## config.mk

```make
export PLATFORM = sky130hd
export DESIGN_NAME = led_pattern_gen
export DESIGN_NICKNAME = d
export VERILOG_FILES = /design/src/rtl/led_pattern_gen.sv
export SDC_FILE = /design/constraint.sdc
export NUM_CORES = 1
export LEC_CHECK = 0
export BUFFER_PORTS_ARGS = -buffer_cell sky130_fd_sc_hd__clkbuf_2
export CAP_MARGIN = 15
export CORE_MARGIN = 10
export CORE_UTILIZATION = 35
export CTS_CLUSTER_DIAMETER = 120
export CTS_CLUSTER_SIZE = 28
export DETAILED_ROUTE_END_ITERATION = 6
export PLACE_DENSITY = 0.53
export SLEW_MARGIN = 0
export SYNTH_ARGS = -nofsm -noshare
export SYNTH_HDL_FRONTEND = slang
export SYNTH_SLANG_ARGS = --single-unit
```

## constraint.sdc

```tcl
create_clock -name clk -period 2.8 [get_ports clk]
set_clock_uncertainty 0.1 [all_clocks]
set_input_delay 0.56 -clock clk [delete_from_list [all_inputs] [get_ports clk]]
set_output_delay 0.56 -clock clk [all_outputs]
set_load 0.005 [all_outputs]
```

## src/rtl/led_pattern_gen.sv

```systemverilog
// rtl/led_pattern_gen.sv - NUM_LEDS animation generator (bounce/rotate/fill/blink) with programmable prescaler; LED_CYCLE_CNT_EN adds cycle_count
module led_pattern_gen #(
    parameter int NUM_LEDS = 10,
    parameter int DIV_W    = 32,
    parameter int CNT_W    = 16
) (
    input  logic                clk,
    input  logic                rst_n,
    input  logic                en,
    input  logic [1:0]          mode,
    input  logic [DIV_W-1:0]    period,
    output logic [NUM_LEDS-1:0] leds,
    output logic                dir,
    output logic                step_pulse,
    output logic                cycle_done
`ifdef LED_CYCLE_CNT_EN
    ,
    output logic [CNT_W-1:0]    cycle_count
`endif
);

    typedef enum logic [1:0] {
        M_BOUNCE = 2'd0,
        M_ROTATE = 2'd1,
        M_FILL   = 2'd2,
        M_BLINK  = 2'd3
    } mode_e;

    localparam logic [NUM_LEDS-1:0] ONE = {{(NUM_LEDS-1){1'b0}}, 1'b1};

    if (NUM_LEDS < 2 || CNT_W < 1) begin : g_bad_param
        $error("led_pattern_gen: NUM_LEDS must be >= 2 and CNT_W >= 1");
    end

    mode_e               mode_q;
    logic [DIV_W-1:0]    cnt;
    logic                mode_chg;
    logic                step;
    logic [NUM_LEDS-1:0] shl;
    logic [NUM_LEDS-1:0] shr;
    logic [NUM_LEDS-1:0] nxt_leds;
    logic                nxt_dir;
    logic                nxt_done;
    logic [NUM_LEDS-1:0] start_leds;

    assign mode_chg   = (mode != mode_q);
    assign step       = !mode_chg && en && (cnt >= period);
    assign start_leds = (mode == M_BOUNCE || mode == M_ROTATE) ? ONE : '0;
    assign shl        = leds << 1;
    assign shr        = leds >> 1;

    // Next pattern for one step in the current mode; only applied when step is high.
    always_comb begin
        nxt_leds = leds;
        nxt_dir  = dir;
        nxt_done = 1'b0;
        unique case (mode_q)
            M_BOUNCE: begin
                if (leds == '0) begin
                    nxt_leds = ONE;
                    nxt_dir  = 1'b0;
                end else if (!dir) begin
                    nxt_leds = shl;
                    nxt_dir  = shl[NUM_LEDS-1];
                end else begin
                    nxt_leds = shr;
                    if (shr == ONE) begin
                        nxt_dir  = 1'b0;
                        nxt_done = 1'b1;
                    end
                end
            end
            M_ROTATE: begin
                nxt_dir = 1'b0;
                if (leds == '0) begin
                    nxt_leds = ONE;
                end else begin
                    nxt_leds = {leds[NUM_LEDS-2:0], leds[NUM_LEDS-1]};
                    nxt_done = ({leds[NUM_LEDS-2:0], leds[NUM_LEDS-1]} == ONE);
                end
            end
            M_FILL: begin
                if (&leds) begin
                    nxt_leds = '0;
                    nxt_done = 1'b1;
                end else begin
                    nxt_leds = shl | ONE;
                end
            end
            M_BLINK: begin
                nxt_leds = ~leds;
                nxt_done = (~leds == '0);
            end
            default: ;
        endcase
    end

    always_ff @(posedge clk) begin
        if (!rst_n) begin
            leds       <= ONE;
            dir        <= 1'b0;
            cnt        <= '0;
            mode_q     <= M_BOUNCE;
            step_pulse <= 1'b0;
            cycle_done <= 1'b0;
        end else begin
            step_pulse <= step;
            cycle_done <= step && nxt_done;
            if (mode_chg) begin
                mode_q <= mode_e'(mode);
                cnt    <= '0;
                dir    <= 1'b0;
                leds   <= start_leds;
            end else if (en) begin
                if (step) begin
                    cnt  <= '0;
                    leds <= nxt_leds;
                    dir  <= nxt_dir;
                end else begin
                    cnt  <= cnt + DIV_W'(1);
                end
            end
        end
    end

`ifdef LED_CYCLE_CNT_EN
    always_ff @(posedge clk) begin
        if (!rst_n || mode_chg) begin
            cycle_count <= '0;
        end else if (step && nxt_done) begin
            cycle_count <= cycle_count + CNT_W'(1);
        end
    end
`endif

endmodule

```

======== After elaboration in Yosys (flattened, before gate mapping) ========
Cells that the tools add are included.
cells by class
  equal/unequal tests ..................... 7
  add/sub/neg operators ................... 1
  muxes and demuxes ....................... 20
  reductions and logical operators ........ 16
  $lt $le $gt $ge ......................... 1
  bitwise operators ....................... 2
operators with widths
  kind                     number
  $mux W10                 7
  $pmux W10 S4             1
  $add A32 B1 Y32 const B  1
  $ge A32 B32 Y1           1
  $mux W32                 1
  $logic_not A10 Y1        2
  $eq A10 B1 Y1 const B    1
  $not A10 Y10             1
  $reduce_and A10 Y1       1
  $eq A9 B1 Y1 const B     1
  $mux W1                  9
  $reduce_bool A2 Y1       3
  $eq A2 B1 Y1 const B     2
  $eq A2 B2 Y1 const B     2
  $logic_not A2 Y1         2
  $pmux W1 S4              1
  $logic_and A1 B1 Y1      3
  $reduce_and A3 Y1        1
  $ne A2 B2 Y1             1
  $pmux W1 S2              1
  $reduce_and A2 Y1        1
  $reduce_or A2 Y1         1
  $logic_not A1 Y1         1
  $logic_or A1 B1 Y1       1
  $not A1 Y1               1
word-level totals
  input port bits ......................... 37
  bits in registers ....................... 47
  output and inout bits ................... 13
  word-level logic and storage cells ...... 53

======== Longest topological paths before layout ========
  depth in word-level cells ............... 7
  mapped depth ............................ 10
  gate-level depth less buffers ........... 8

======== Worst setup path before layout ========
No wires, ideal clock.
  path type ............................... input -> register
  start point ............................. input port period[0]
  end point ............................... register leds[0]
  data required time ...................... 2.579 ns
  data arrival time ....................... 2.291 ns
  path buffers ............................ 0
  slack ................................... 0.288 ns
  stages on the path ...................... 7
  setup time .............................. 0.121 ns
  cells stage by stage .................... ha_1 > nand2b_4 > a2111o_1 > a32oi_2 > a21oi_1 > o21ai_1 > mux2_2
between the ends
  longest elaborated chain between the ends .. 4
RTL lines
  what                                 RTL line  RTL
  start, declared                      11        input logic [DIV_W-1:0] period,
  $ge A32 B32 Y1                       47        assign step = !mode_chg && en && (cnt >= period);
  $logic_and A1 B1 Y1                  47
  $reduce_bool A2 Y1 (no source line)  n/a
  $reduce_and A2 Y1 (no source line)   n/a
  end signal, assigned                 113       leds <= start_leds;
  end signal, assigned                 117       leds <= nxt_leds;
  end, declared                        12        output logic [NUM_LEDS-1:0] leds,
Every way passes these cells.
A chain may end at the register's enable or synchronous reset.

======== Worst setup path in the final report ========
  start point ............................. register cnt[0]
  end point ............................... register leds[4]
between the ends
  longest elaborated chain between the ends .. 4
RTL lines
  what                                 RTL line  RTL
  start, declared                      36        logic [DIV_W-1:0] cnt;
  start signal, assigned               120       cnt <= cnt + DIV_W'(1);
  $ge A32 B32 Y1                       47
  $logic_and A1 B1 Y1                  47
  $reduce_bool A2 Y1 (no source line)  n/a
  $reduce_and A2 Y1 (no source line)   n/a
Every way passes these cells.

==> impl_metrics.ini <==
[outcome]
outcome = finished clean

[routing]
vias = 2878
avgViaCountPerCell = 4.92
drc = 0
dr.pass1.iters = 4
ant_nets = 0
wl_per_cell_um = 12.9
wirelength_um = 7530
drtIter0Drc = 75

[pwr]
p_leak_uw = 0.00162
power_density_nw_per_um2 = 329
vdd_drop_max_v = 0.000192

[global_route]
grt-ovfl-total = 0
grtUsageTotal = 0.116
grt_max_degree = 30
grt_pass1_vias = 2863
antenna_found_initial = 0
grt_pass1_wl_um = 13000

[critical_path]
setup.worst_path.end_class = flip-flop
crit_fanout = 9
cp.required_ps = 2930
worstPathArrival_ps = 2700
startpoint_type = flip-flop
crit_type = reg -> reg

[clocking]
hold_buffers = 0
clockBufferDepth = 2
ctsResizeCount = 0
postCtsSetupBuffers = 0
cts_tree = yes
cts-root-buf = clkbuf_8
cts_num_sinks = 47
cts_made_buffers = 5
path_clk_slew_ps = 90
htreeDepth = 2
worstSkewPairLatency_ps = 300

[layout]
final_common_cell = nor2_1
nets = 547
n_fill_cell = 928
most-common-layout-cells = nor2_1, inv_1, clkbuf_2
drive_gt1_frac = 0.153
syn2layout_area_growth_pct = 15.3
diodes = 0

[yosys]
synth.cell_area_um2 = 3220
syn_nets = 493
yosys.area.top_type = dfxtp_1
synth_warnings = 0
ys_async_sr_fraction = 0
seq_area_frac_synth = 0.293
ys_types = 43
synth-main-ff-cell = dfxtp_1
syn_inst = 423
ys_top_cells_by_area = dfxtp_1, ha_1, nor2_1, inv_1, xnor2_1
synth_edf_count = 0
yosysTopAreaCellShare = 0.293
post_synth.cell_area_avg_um2 = 7.60
synth-seq-cells = 47

[floorplanning]
die_x_um = 116
rows = 34
die_y_um = 116
pin_count = 50
coreArea_um2 = 8850
dieArea_um2 = 13400
start_util = 0.363

[sta]
slew_violations = 0
worst_slew_pin_slew_ps = 612
finalWorstPathRequiredPeriod_ps = 2570
hold_viol_final = 0
setup_viol = 0
fmax_ghz = 0.389
rsz0062_at_grt = no
slew_headroom = 0.592
finalCritPeriodShare = 0.918
hold_slack_ps = 381
fin_tns_setup_ps = 0

[job]
drv_cap = 0

[placement]
io_buffer_count = 49
dp_hpwl_um = 5880
place.gp.congestion = 0.835

[worst_hold_path]
hp-class = in -> reg
[kinds of logic (layout without fill, tap and decap cells)]
family	after synthesis	count (layout)	share of synthesized area
flops	47	47	0.293
xor+xnor	31	31	0.0844
mux	11	11	0.0346
fa+ha+maj	33	33	0.128
compound gates	72	72	0.135
buf+inv	64	118	0.0805
simple gates	165	165	0.244
[per-layer routing]
layer  wire, µm  share of wire  GRT usage  up-vias
met5          0              0          0        -
met1       3600           0.48      0.148     1289
met2       3520           0.47      0.195       39
met3        366          0.049     0.0269        4
li1           -              -          -     1546
met4         39         0.0052     0.0250        0
[state kept, by name (all words and copies together), names as in the netlist]
name	cells
dir	1
step_pulse	1
cycle_done	1
cnt	32
leds	10
mode_q	2
[cell usage after synthesis (all sizes together) (2+ instances only)]
master and count:
or3 3, inv 51, and2 5, ha 33, nor2 65, nand3 14
and3 3, or4 3, and4 2, clkbuf 8, a21oi 26, o22ai 8
a211oi 4, xnor2 19, nor3 5, buf 5, o21ai 21, mux2i 10
nor4 5, dfxtp 47, nor2b 3, xor2 12, a211o 2, o211ai 2
a32oi 2, nand4 13, nand2b 4, nand2 38
[power by group]
group / leakage [µW] / switching [µW] / internal [µW]
logic: 0.00120 / 69.4 / 56.9
clock network: 0.0000440 / 244 / 172
registers: 0.000379 / 5.50 / 672
[layout make-up]
cell class,count,area (µm²),share of cell area
clock buffers,5,68.8,0.0186
repair buffers,60,340,0.0918
inverters,51,191,0.0517
clock inverters,2,13.8,0.00371
flip-flops and latches,47,941,0.254
well taps,108,135,0.0365
multi-input cells,312,2020,0.544
[final timing paths]
kind                             endpoint  cells after the start  slack, ps    start
worst max-delay path              leds[4]                      9        230   cnt[0]
worst min-delay path            mode_q[0]                      2        380  mode[0]
worst max register to register    leds[4]                      9        230   cnt[0]
worst min register to register     cnt[0]                      2        430   cnt[0]
[per-stage QoR]
step                      area (µm²)   util  worst slack, ps  power, µW  instances
after CTS                       3710  0.419              197       1230        585
after global routing            3710  0.419             42.2       1280        585
after floorplan                 3220      -              288        771        423
after detailed placement        3620  0.410            -12.2        821        578
final                           3710  0.419              229       1220        585
after global placement          3620  0.410             75.0        818        578
[worst max-delay path: stages, from the launching register on]
cell	delay (ps)
dfxtp_1	400
inv_1	60
ha_1	270
nand2b_4	130
a2111o_1	420
a32oi_2	210
a21oi_1	120
o21ai_1	290
buf_4	280
mux2i_1	200
Note: power is estimated with default switching activity, not from simulation.
